File: config.mk
export PLATFORM = sky130hd
export DESIGN_NAME = wb_pia_arbiter
export DESIGN_NICKNAME = d
export VERILOG_FILES = /design/src/rtl/wb_pia_arbiter.sv
export SDC_FILE = /design/constraint.sdc
export NUM_CORES = 1
export LEC_CHECK = 0
export ABC_AREA = 1
export CORE_MARGIN = 2
export CORE_UTILIZATION = 46
export CTS_CLUSTER_DIAMETER = 60
export CTS_CLUSTER_SIZE = 10
export DETAILED_ROUTE_END_ITERATION = 10
export HOLD_SLACK_MARGIN = 0.15
export PLACE_DENSITY = 0.77
export SLEW_MARGIN = 10
export SYNTH_ARGS = -nofsm -noshare
export SYNTH_HDL_FRONTEND = slang
export SYNTH_SLANG_ARGS = --single-unit
File: constraint.sdc
create_clock -name clk_i -period 1.6 [get_ports clk_i]
set_input_delay 0.32 -clock clk_i [delete_from_list [all_inputs] [get_ports clk_i]]
set_output_delay 0.32 -clock clk_i [all_outputs]
set_load 0.005 [all_outputs]
File: src/rtl/wb_pia_arbiter.sv
// Two-master Wishbone arbiter in front of wb_pia: CPU (m0) has priority, the debug
// master (m1) is guaranteed a slot after STARVE contested CPU grants.
module wb_pia_arbiter #(
    parameter int ADR_W   = 7,
    parameter int TIMEOUT = 15,
    parameter int STARVE  = 4
) (
    input  logic             clk_i,
    input  logic             rst_i,
    input  logic             m0_stb_i,
    input  logic             m0_we_i,
    input  logic [ADR_W-1:0] m0_adr_i,
    input  logic [7:0]       m0_dat_i,
    output logic             m0_ack_o,
    output logic             m0_err_o,
    output logic [7:0]       m0_dat_o,
    input  logic             m1_stb_i,
    input  logic             m1_we_i,
    input  logic [ADR_W-1:0] m1_adr_i,
    input  logic [7:0]       m1_dat_i,
    output logic             m1_ack_o,
    output logic             m1_err_o,
    output logic [7:0]       m1_dat_o,
    output logic             s_stb_o,
    output logic             s_we_o,
    output logic [ADR_W-1:0] s_adr_o,
    output logic [7:0]       s_dat_o,
    input  logic             s_ack_i,
    input  logic [7:0]       s_dat_i,
    output logic             owner_o
);

    localparam int SW = ($clog2(STARVE + 1) < 1) ? 1 : $clog2(STARVE + 1);

    typedef enum logic [1:0] {IDLE, BUSY, RELEASE} state_t;

    state_t          state;
    logic [SW-1:0]   starve_cnt;
    logic [7:0]      tmo_cnt;
    logic            abandoned;
    logic            grant_m1;
    logic            owner_stb;
    logic            deliver;

    always_comb begin
        grant_m1  = m1_stb_i && (!m0_stb_i || starve_cnt == SW'(STARVE));
        owner_stb = owner_o ? m1_stb_i : m0_stb_i;
        // a master that let go of stb at any point during BUSY gets no response
        deliver   = owner_stb && !abandoned;
    end

    always_ff @(posedge clk_i) begin
        if (rst_i) begin
            state      <= IDLE;
            starve_cnt <= '0;
            tmo_cnt    <= '0;
            abandoned  <= 1'b0;
            owner_o    <= 1'b0;
            s_stb_o    <= 1'b0;
            s_we_o     <= 1'b0;
            s_adr_o    <= '0;
            s_dat_o    <= '0;
            m0_ack_o   <= 1'b0;
            m0_err_o   <= 1'b0;
            m0_dat_o   <= '0;
            m1_ack_o   <= 1'b0;
            m1_err_o   <= 1'b0;
            m1_dat_o   <= '0;
        end else begin
            m0_ack_o <= 1'b0;
            m0_err_o <= 1'b0;
            m1_ack_o <= 1'b0;
            m1_err_o <= 1'b0;
            case (state)
                IDLE: begin
                    if (m0_stb_i || m1_stb_i) begin
                        owner_o   <= grant_m1;
                        s_stb_o   <= 1'b1;
                        s_we_o    <= grant_m1 ? m1_we_i  : m0_we_i;
                        s_adr_o   <= grant_m1 ? m1_adr_i : m0_adr_i;
                        s_dat_o   <= grant_m1 ? m1_dat_i : m0_dat_i;
                        tmo_cnt   <= '0;
                        abandoned <= 1'b0;
                        state     <= BUSY;
                    end
                    if (grant_m1 || !m1_stb_i)
                        starve_cnt <= '0;
                    else if (starve_cnt != SW'(STARVE))
                        starve_cnt <= starve_cnt + 1'b1;
                end
                BUSY: begin
                    tmo_cnt <= tmo_cnt + 8'd1;
                    if (!owner_stb)
                        abandoned <= 1'b1;
                    if (s_ack_i) begin
                        s_stb_o <= 1'b0;
                        state   <= RELEASE;
                        if (deliver) begin
                            if (owner_o) begin
                                m1_ack_o <= 1'b1;
                                if (!s_we_o) m1_dat_o <= s_dat_i;
                            end else begin
                                m0_ack_o <= 1'b1;
                                if (!s_we_o) m0_dat_o <= s_dat_i;
                            end
                        end
                    end else if (tmo_cnt == 8'(TIMEOUT - 1)) begin
                        s_stb_o <= 1'b0;
                        state   <= RELEASE;
                        if (deliver) begin
                            if (owner_o) begin
                                m1_err_o <= 1'b1;
                                m1_dat_o <= 8'hFF;
                            end else begin
                                m0_err_o <= 1'b1;
                                m0_dat_o <= 8'hFF;
                            end
                        end
                    end
                end
                RELEASE: begin
                    tmo_cnt <= '0;
                    state   <= IDLE;
                end
                default: state <= IDLE;
            endcase
        end
    end

endmodule
==> results of run 1 <==
repair_timing:
item	CTS	global route
setup buffers	1	0
hold buffers	0	0
endpoints found under the setup margin	16	1
gates cloned	0	0
resized for setup	0	1
pin swaps	1	0
final cells by class:
type / instances / area [um^2] / area share (%)
repair buffers: 97 / 971 / 26.9
well taps: 72 / 90.1 / 2.49
clock inverters: 1 / 7.51 / 0.208
clock buffers: 7 / 86.3 / 2.39
inverters: 69 / 259 / 7.17
multi-input cells: 230 / 1160 / 32.0
flip-flops and latches: 52 / 1040 / 28.8
sequential cells by signal, indices dropped and copies added, names as in the netlist, 2 cells and up:
register,cells
tmo_cnt,8
m1_dat_o,8
m0_dat_o,8
s_adr_o,7
state,2
s_dat_o,8
starve_cnt,3
synth_stat cells:
cell,n
o21ai_1,13
nand4_1,18
xor2_1,1
buf_1,1
clkbuf_1,3
buf_2,7
nand3_4,2
nand3_1,14
nand2_1,73
a211oi_1,1
o21ai_0,10
buf_6,5
nand3_2,1
o21bai_4,1
nor2_1,35
o21bai_1,2
nand2_2,1
inv_1,66
nor2_4,3
dfxtp_1,52
inv_2,2
o21ai_2,1
clkinv_1,1
a21oi_1,46
nand3b_2,1
ha_1,4
or2_2,3
power by group:
group	total, mW	switching [mW]	internal, mW
registers	1.41	0.0435	1.37
logic	0.632	0.298	0.334
clock network	0.782	0.429	0.352
metrics by stage:
stage | hold WS, ns | instance area [um^2] | total power [mW] | std cells | utilization (%)
final | 0.464 | 3610 | 2.82 | 528 | 66.4
after global routing | 0.493 | 3610 | 2.96 | 528 | 66.4
after CTS | 0.468 | 3610 | 2.85 | 528 | 66.4
after detailed placement | 0.453 | 3500 | 2.06 | 519 | 64.3
after global placement | 0.449 | 3500 | 2.05 | 519 | 64.3
after floorplan | 0.456 | 2560 | 1.75 | 367 | -
metal layers:
metal,up-vias,track usage (%)
met5,-,0
met4,0,7.54
met3,7,6.32
met2,96,34.9
met1,1083,22.7
li1,1334,-
cells by family (layout without fill, tap and decap cells):
kind of cell | count (synthesis) | in the layout | share of synthesized area [%]
AOI/OAI and AO/OA | 74 | 74 | 15.4
DFF | 52 | 52 | 40.6
adders and majority gates | 4 | 4 | 1.95
and+or+nand+nor | 151 | 151 | 27.4
xor gates and xnor gates | 1 | 1 | 0.342
buffers and inverters | 85 | 174 | 14.3
worst min-delay path by stage:
stage	endpoint	slack, ns	cells past startpoint
after floorplan	starve_cnt[0]$_SDFFE_PP0P_	0.46	2
after global placement	s_adr_o[1]$_SDFFE_PP0P_	0.45	2
after detailed placement	s_dat_o[1]$_SDFFE_PP0P_	0.45	2
after CTS	s_dat_o[1]$_SDFFE_PP0P_	0.47	2
after global routing	s_dat_o[0]$_SDFFE_PP0P_	0.49	2
final	s_adr_o[6]$_SDFFE_PP0P_	0.46	2
==> out/metrics.yaml, run 1 <==
drt:
  wl_met2_um: 2760
  wl_per_cell_um: 11.4
  met3_length_um: 551
  drcViolationCount: 0
  dr.pass1.iters: 4
  postRouteAntennaNets: 0
  top_layer_used: "met4"
  via_count: 2520
  dr.first_iter.drc_count: 79
  wl_met1_um: 2640
  routed_wl_um: 6010
  drt-vias-per-instance: 4.77
power:
  power.density_mw_per_mm2: 781
  cellLeakagePower_nw: 1.54
  irDropWorstVdd_v: 0.000448
hold_path:
  hold_path_class: "reg -> reg"
  min_from: "s_adr_o[6]$_SDFFE_PP0P_"
floorplan:
  die_h_um: 78.7
  num_rows: 27
  core_area_mm2: 0.00544
  ioPinCount: 83
  dieArea_mm2: 0.00619
  fp.dieW_um: 78.7
  start_util_pct: 47.1
worst_setup_path:
  path_cells: "clkdlybuf4s50_1"
  worst-setup-path-type: "reg -> out"
  worstPathMaxFanout: 3
  worst_setup_path_end_kind: "output pin"
  critical_path.top_delay_family: "buffers and inverters"
  slowest_delay_ns: 0.53
  crit_start: "s_we_o$_SDFFE_PP0P_"
  rr_endpoint: "m0_dat_o[5]$_SDFFE_PP0P_"
  critPathBufInv: 1
  cp-endpoint: "s_we_o"
  cpMaxStageDelayCell: "clkdlybuf4s50_1"
  worstPathArrival_ns: 1.23
  path_depth: 1
  reg2reg_slack_ns: 0.19
  required_ns: 1.28
  startpoint_type: "flop"
  reg2reg_from: "tmo_cnt[0]$_SDFFE_PP0P_"
  r2r_cells: 9
timing:
  setup_ws_ns: 0.0451
  fmax_mhz: 643
  period_share_pct: 97.2
  finalMaxSlewViolations: 0
  slew_headroom_pct: 82.7
  post-route-min-period_ns: 1.55
  setup_tns_ns: 0
  rsz0062_at_grt: "false"
  hold_viol: 0
  fin_skew_ns: 0.00963
  setup_violations: 0
  worst_pin_slew_ns: 0.259
global_route:
  grt_pass1_vias: 2354
  grt_pass1_wl_um: 10000
  grt_max_degree: 34
  track_usage_pct: 20.0
  gr-total-overflow: 0
  antenna_found_initial: 0
logic_synthesis:
  yosysTopAreaCellShare_pct: 40.6
  avgSynthCellArea_um2: 6.99
  synth.distinct_cells: 27
  yosys.area.top_type: "dfxtp_1"
  yosysWarnings: 0
  syn_nets: 416
  ys_ff_latch: 52
  synth.area.top_cells: "dfxtp_1 (41%), nand2_1 (11%), inv_1 (9.7%), a21oi_1 (9.0%), nor2_1 (5.1%)"
  yosysSeqAreaShare_pct: 40.6
  netlist_instances: 367
  syn_area_mm2: 0.00256
clocking:
  cts_num_sinks: 52
  cts_root_buf: "clkbuf_8"
  cts.clk_slew.worst_paths_ns: 0.09
  htreeDepth: 2
  cts_buffers: 5
  clkLatencyLatePin_ns: 0.30
  cts_max_path_buffers: 2
  cts_tree: "built"
placed_design:
  place.gp.congestion: 0.846
  dp_slack_ns: -0.144
  dp_hpwl_um: 4420
  io_buffers: 82
cells_and_area:
  mostFrequentLayoutCells: "clkdlybuf4s50_1 (82), nand2_1 (73), inv_1 (66)"
  final_common_cell: "clkdlybuf4s50_1"
  num-fill-cells: 473
  antenna_cells: 0
  drive_above_1_share_pct: 8.33
  area_delta_synth_final_pct: 40.9
  fin_nets: 504
job:
  drv_cap: 0
outcome:
  status: "completed"
Note: power is estimated with default switching activity, not from simulation.
==> run 2: changes to the inputs <==
--- a/config.mk
+++ b/config.mk
@@ -5,9 +5,8 @@
 export SDC_FILE = /design/constraint.sdc
 export NUM_CORES = 1
 export LEC_CHECK = 0
-export ABC_AREA = 1
 export CORE_MARGIN = 2
-export CORE_UTILIZATION = 46
+export CORE_UTILIZATION = 44
 export CTS_CLUSTER_DIAMETER = 60
 export CTS_CLUSTER_SIZE = 10
 export DETAILED_ROUTE_END_ITERATION = 10
==> run 2 against run 1 <==
Effect of this change: setup slack got worse by 0.038 ns; global-route usage rose by 1.8 points; synthesized cell count fell by 31%; worst hold slack improved by 0.013 ns; synthesized area fell by 14%; fmax fell by 2.4%; sequential power barely moved; final area fell by 3.8%; combinational power rose by 5.1%; die area fell by 9.7%; register-to-register slack got worse by 0.18 ns; sequential share of layout area rose by 1.2 points; largest cell class unchanged; highest routed layer unchanged.
==> out/metrics.yaml, run 2 <==
worst_setup_path:
  slowest_delay_ns: 0.33
  required_ns: 1.85
  r2r_cells: 8
  crit_start: "tmo_cnt[0]$_SDFFE_PP0P_"
  reg2reg_from: "tmo_cnt[0]$_SDFFE_PP0P_"
  worst-setup-path-type: "reg -> reg"
  worstPathArrival_ns: 1.85
  reg2reg_slack_ns: 0.007
  worstPathMaxFanout: 8
  cpMaxStageDelayCell: "dfxtp_2"
  rr_endpoint: "m0_dat_o[6]$_SDFFE_PP0P_"
  path_cells: "inv_2 > ha_4 > nand4b_1 > nand3b_1 > buf_4 > a21boi_2 > buf_6 > o221a_4"
  cp-endpoint: "m0_dat_o[6]$_SDFFE_PP0P_"
  startpoint_type: "flop"
  worst_setup_path_end_kind: "flop"
drt:
  routed_wl_um: 5910
  wl_per_cell_um: 13.9
  drcViolationCount: 0
  via_count: 2233
  postRouteAntennaNets: 0
  dr.pass1.iters: 4
  drt-vias-per-instance: 5.27
  dr.first_iter.drc_count: 127
global_route:
  track_usage_pct: 21.8
  antenna_found_initial: 0
  grt_max_degree: 26
  grt_pass1_wl_um: 9550
  grt_pass1_vias: 2160
  gr-total-overflow: 0
cells_and_area:
  antenna_cells: 0
  drive_above_1_share_pct: 16.2
  mostFrequentLayoutCells: "clkdlybuf4s50_1 (81), dfxtp_1 (49), nand2_1 (37)"
  design_area_mm2: 0.00348
  final_common_cell: "clkdlybuf4s50_1"
  fin_util_pct: 72.7
  fin_nets: 405
  area_delta_synth_final_pct: 58.0
  num-fill-cells: 378
logic_synthesis:
  yosysSeqAreaShare_pct: 47.3
  synth_fa_ha_area_share_pct: 2.27
  syn_area_mm2: 0.00220
  yosys.area_share.simple_pct: 18.8
  synth.distinct_cells: 39
  yosys.area.top_type: "dfxtp_1"
  avgSynthCellArea_um2: 8.63
  synth_common_cells: "dfxtp_1 (52), nand2_1 (37), o21ai_0 (21), nor2_1 (19), a31oi_1 (18)"
  synth.area.top_cells: "dfxtp_1 (47%), nand2_1 (6.3%), a31oi_1 (5.1%), o21ai_0 (4.8%), nor2_1 (3.2%)"
  ys_ff_latch: 52
  synth-edff-count: 0
  yosysTopAreaCellShare_pct: 47.3
  ys.flop_type: "dfxtp_1"
  yosysMostFrequentCell: "dfxtp_1"
  synth_top_family_by_area: "compound AO/OA/AOI/OAI gates"
  syn_nets: 304
  synth-compound-area-share_pct: 24.6
  synth_xor_area_share_pct: 0.796
  synth_mux_area_share_pct: 0.455
  netlist_instances: 255
  async_flop_share_pct: 0
  yosysWarnings: 0
timing:
  fin_skew_ns: 0.0107
  worst_hold_slack_ns: 0.477
  post-route-min-period_ns: 1.59
  setup_violations: 0
  period_share_pct: 99.6
  hold_viol: 0
  setup_tns_ns: 0
  fmax_mhz: 628
  rsz0062_at_grt: "true"
  finalMaxSlewViolations: 0
  worst_pin_slew_ns: 0.334
  slew_headroom_pct: 77.4
clocking:
  cts_root_buf: "clkbuf_8"
  cts_tree: "built"
  cts_buffers: 5
  clkLatencyLatePin_ns: 0.31
  cts.clk_slew.worst_paths_ns: 0.09
  cts_max_path_buffers: 2
  cts_num_sinks: 52
  htreeDepth: 2
power:
  cellLeakagePower_nw: 1.33
  irDropWorstVdd_v: 0.000643
  power.density_mw_per_mm2: 858
  finalPower_mw: 2.99
floorplan:
  die_h_um: 74.7
  num_rows: 25
  dieArea_mm2: 0.00558
  fp.dieW_um: 74.7
  start_util_pct: 46.0
  ioPinCount: 83
  core_area_mm2: 0.00479
placed_design:
  placement.cell_area_mm2: 0.00325
  place.gp.congestion: 0.771
  io_buffers: 82
  dp_hpwl_um: 4280
job:
  drv_cap: 0
outcome:
  status: "completed"
hold_path:
  hold_path_class: "reg -> reg"
[run 2: metal layers]
layer  track usage, %  routed length (um)  part of all wire [%]  vias up
met5                0                   0                     0        -
met3             8.97                 576                   9.7        7
li1                 -                   -                     -     1110
met2             36.7                2840                    48       88
met4             5.75                  47                  0.79        0
met1             25.9                2450                    41     1028
[run 2: logic make-up (layout without fill, tap and decap cells)]
group / Yosys count / after routing
and+or+nand+nor: 86 / 86
AOI/OAI and AO/OA: 80 / 80
DFF: 52 / 52
buffers and inverters: 30 / 132
adders and majority gates: 4 / 4
xor gates and xnor gates: 2 / 2
muxes: 1 / 1
[run 2: layout make-up]
| cell class | instances | area [um^2] | area share, % |
|---|---|---|---|
| sequential | 52 | 1040 | 30.0 |
| inverter | 14 | 52.6 | 1.51 |
| tap | 67 | 83.8 | 2.41 |
| clock inverter | 2 | 35.0 | 1.01 |
| multi-input combinational | 173 | 1130 | 32.5 |
| clock buffer | 6 | 72.6 | 2.09 |
| timing repair buffer | 110 | 1060 | 30.4 |
[run 2: worst min path at each step]
| stage | start | end | cells after the start |
|---|---|---|---|
| 3_5_place_dp | m1_dat_o[3]$_SDFFE_PP0P_ | m1_dat_o[3]$_SDFFE_PP0P_ | 2 |
| 2_1_floorplan | m1_dat_o[0]$_SDFFE_PP0P_ | m1_dat_o[0]$_SDFFE_PP0P_ | 2 |
| 3_3_place_gp | m1_dat_o[2]$_SDFFE_PP0P_ | m1_dat_o[2]$_SDFFE_PP0P_ | 2 |
| 5_1_grt | m1_dat_o[3]$_SDFFE_PP0P_ | m1_dat_o[3]$_SDFFE_PP0P_ | 2 |
| 4_1_cts | m1_dat_o[3]$_SDFFE_PP0P_ | m1_dat_o[3]$_SDFFE_PP0P_ | 2 |
| 6_report | m1_dat_o[3]$_SDFFE_PP0P_ | m1_dat_o[3]$_SDFFE_PP0P_ | 2 |
[run 2: critical path, delay by kind of cell (launching register included)]
family / cells / cell delay [ns]
adders and majority gates: 1 / 0.12
and+or+nand+nor: 2 / 0.37
buffers and inverters: 3 / 0.39
AOI/OAI and AO/OA: 2 / 0.33
DFF: 1 / 0.33
[run 2: through the flow]
step,setup WS (ns),instances
2_1_floorplan,0.0274,255
3_3_place_gp,-0.277,414
3_5_place_dp,-0.353,414
4_1_cts,0.0155,423
5_1_grt,-0.0504,424
6_report,0.00662,424
[run 2: power by group]
| group | internal (mW) | leakage (nW) | switching [mW] | total (mW) |
|---|---|---|---|---|
| Sequential | 1.38 | 0.426 | 0.0561 | 1.44 |
| Clock | 0.465 | 0.0552 | 0.420 | 0.885 |
| Combinational | 0.388 | 0.849 | 0.276 | 0.664 |
| Total | 2.23 | 1.33 | 0.753 | 2.99 |
[run 2: repair_timing]
action | CTS | global route
setup buffers | 1 | 1
pin swaps | 2 | 3
endpoints found under the setup margin | 14 | 15
hold endpoints to repair | 0 | 0
resized for setup | 9 | 12
hold buffers | 0 | 0
==> run 3: changes to the inputs <==
--- a/config.mk
+++ b/config.mk
@@ -5,13 +5,17 @@
 export SDC_FILE = /design/constraint.sdc
 export NUM_CORES = 1
 export LEC_CHECK = 0
+export CELL_PAD_IN_SITES_DETAIL_PLACEMENT = 1
+export CELL_PAD_IN_SITES_GLOBAL_PLACEMENT = 1
 export CORE_MARGIN = 2
-export CORE_UTILIZATION = 44
+export CORE_UTILIZATION = 31
 export CTS_CLUSTER_DIAMETER = 60
 export CTS_CLUSTER_SIZE = 10
 export DETAILED_ROUTE_END_ITERATION = 10
 export HOLD_SLACK_MARGIN = 0.15
-export PLACE_DENSITY = 0.77
+export PLACE_DENSITY = 0.75
+export SETUP_SLACK_MARGIN = 0.02
+export SKIP_CTS_REPAIR_TIMING = 1
 export SLEW_MARGIN = 10
 export SYNTH_ARGS = -nofsm -noshare
 export SYNTH_HDL_FRONTEND = slang
==> run 3 against run 2 <==
Effect of this change: largest cell class unchanged; power fell by 2.7%; critical path type unchanged; the flow now finishes with violations (setup timing); clock power fell by 12%; sequential power barely moved; non-clock buffer count rose by 3; via count fell by 0.13%; largest power group unchanged; setup slack got worse by 0.040 ns; final area rose by 2.7%; cell count rose by 7.5%.
==> out/metrics.yaml, run 3 (same netlist as run 2, synthesis figures left out) <==
placed_design:
  placement.cell_area_mm2: 0.00332
  place.gp.congestion: 0.742
  dp_hpwl_um: 4860
  dp_slack_ns: -0.393
  io_buffers: 82
drt:
  via_count: 2230
  postRouteAntennaNets: 0
  dr.pass1.iters: 4
  dr.first_iter.drc_count: 34
  drt-vias-per-instance: 4.89
  wl_per_cell_um: 15.0
  drcViolationCount: 0
  routed_wl_um: 6850
floorplan:
  dieArea_mm2: 0.00779
  start_util_pct: 32.2
  die_h_um: 88.3
  fp.dieW_um: 88.3
  num_rows: 30
  ioPinCount: 83
  core_area_mm2: 0.00683
cells_and_area:
  drive_above_1_share_pct: 18.3
  design_area_mm2: 0.00357
  mostFrequentLayoutCells: "clkdlybuf4s50_1 (82), dfxtp_1 (48), nand2_1 (37)"
  final_common_cell: "clkdlybuf4s50_1"
  antenna_cells: 0
  area_delta_synth_final_pct: 62.3
  fin_nets: 408
clocking:
  clkLatencyLatePin_ns: 0.31
  cts.clk_slew.worst_paths_ns: 0.11
  cts_buffers: 5
  htreeDepth: 2
  cts_max_path_buffers: 2
  cts_num_sinks: 52
  cts_root_buf: "clkbuf_8"
  cts_tree: "built"
power:
  irDropWorstVdd_v: 0.000376
  switching_power_uw: 817
  finalPower_mw: 2.90
  p_comb_share_pct: 23.9
  sw_frac_of_total_pct: 28.1
  intPower_mw: 2.09
  seq_power_share_pct: 49.3
  cellLeakagePower_nw: 1.34
  power_frac_clock_pct: 26.8
  power.density_mw_per_mm2: 813
hold_path:
  min_from: "m1_dat_o[4]$_SDFFE_PP0P_"
  hold_path_class: "reg -> reg"
timing:
  rsz0062_at_grt: "true"
  period_share_pct: 102
  hold_viol: 0
  setup_violations: 6
  worst_hold_slack_ns: 0.478
  slew_headroom_pct: 72.1
  post-route-min-period_ns: 1.63
  worst_pin_slew_ns: 0.418
  finalMaxSlewViolations: 0
  fin_skew_ns: 0.0162
  fmax_mhz: 612
  setup_ws_ns: -0.0334
worst_setup_path:
  crit_start: "tmo_cnt[0]$_SDFFE_PP0P_"
  reg2reg_from: "tmo_cnt[0]$_SDFFE_PP0P_"
  worstPathMaxFanout: 5
  worst-setup-path-type: "reg -> reg"
  worst_setup_path_end_kind: "flop"
  path_cells: "inv_2 > ha_4 > nand4b_1 > nand3b_1 > buf_4 > a21boi_4 > buf_6 > o221a_4"
  cpMaxStageDelayCell: "dfxtp_2"
  slowest_delay_ns: 0.34
  critical_path.top_delay_family: "buffers and inverters"
  startpoint_type: "flop"
  required_ns: 1.87
  reg2reg_slack_ns: -0.03
  worstPathArrival_ns: 1.90
  critPathBufInv: 3
global_route:
  grt_pass1_vias: 2268
  gr-total-overflow: 0
  antenna_found_initial: 0
  track_usage_pct: 17.0
  grt_max_degree: 37
  grt_pass1_wl_um: 10500
outcome:
  status: "complete, but fails checks"
  violations: "setup timing"
job:
  drv_cap: 0
run 3: stage by stage:
stage          TNS (ns)  util [%]  std cells
3_3_place_gp      -7.53      48.5        447
3_5_place_dp      -9.21      48.5        447
4_1_cts          -0.477      49.9        455
5_1_grt           -1.02      52.3        456
6_report         -0.108      52.3        456
2_1_floorplan         0         -        255
run 3: worst min-delay path, stage by stage (launching register included):
cell and delay [ns]:
dfxtp_1 0.32, inv_1 0.06, a221oi_2 0.06
run 3: final timing paths:
| path | end | depth (start not counted) |
|---|---|---|
| min | m1_dat_o[4]$_SDFFE_PP0P_ | 2 |
| max reg2reg | m0_dat_o[6]$_SDFFE_PP0P_ | 8 |
| min reg2reg | m1_dat_o[4]$_SDFFE_PP0P_ | 2 |
| max | m0_dat_o[6]$_SDFFE_PP0P_ | 8 |
run 3: per-layer routing:
layer,global-route usage [%],share of wire [%],up-vias
met4,4.96,1.2,0
met5,0,0,-
met1,20.7,43,1053
met2,28.6,50,61
met3,5.69,6.2,4
li1,-,-,1112
run 3: area by class of cell:
| cell class | count | area, um^2 |
|---|---|---|
| clock buffers | 5 | 68.8 |
| clock inverters | 3 | 23.8 |
| inverters | 14 | 52.6 |
| well taps | 96 | 120 |
| multi-input cells | 173 | 1180 |
| fillers | 809 | 3260 |
| repair buffers | 113 | 1080 |
| flip-flops and latches | 52 | 1050 |
run 3: power groups by stage:
stage | Sequential, mW | Clock [mW] | Combinational, mW
after CTS | 1.43 | 0.809 | 0.668
after global placement | 1.45 | 0 | 0.646
after global routing | 1.44 | 0.848 | 0.766
final | 1.43 | 0.779 | 0.693
after floorplan | 1.46 | 0 | 0.256
after detailed placement | 1.46 | 0 | 0.664
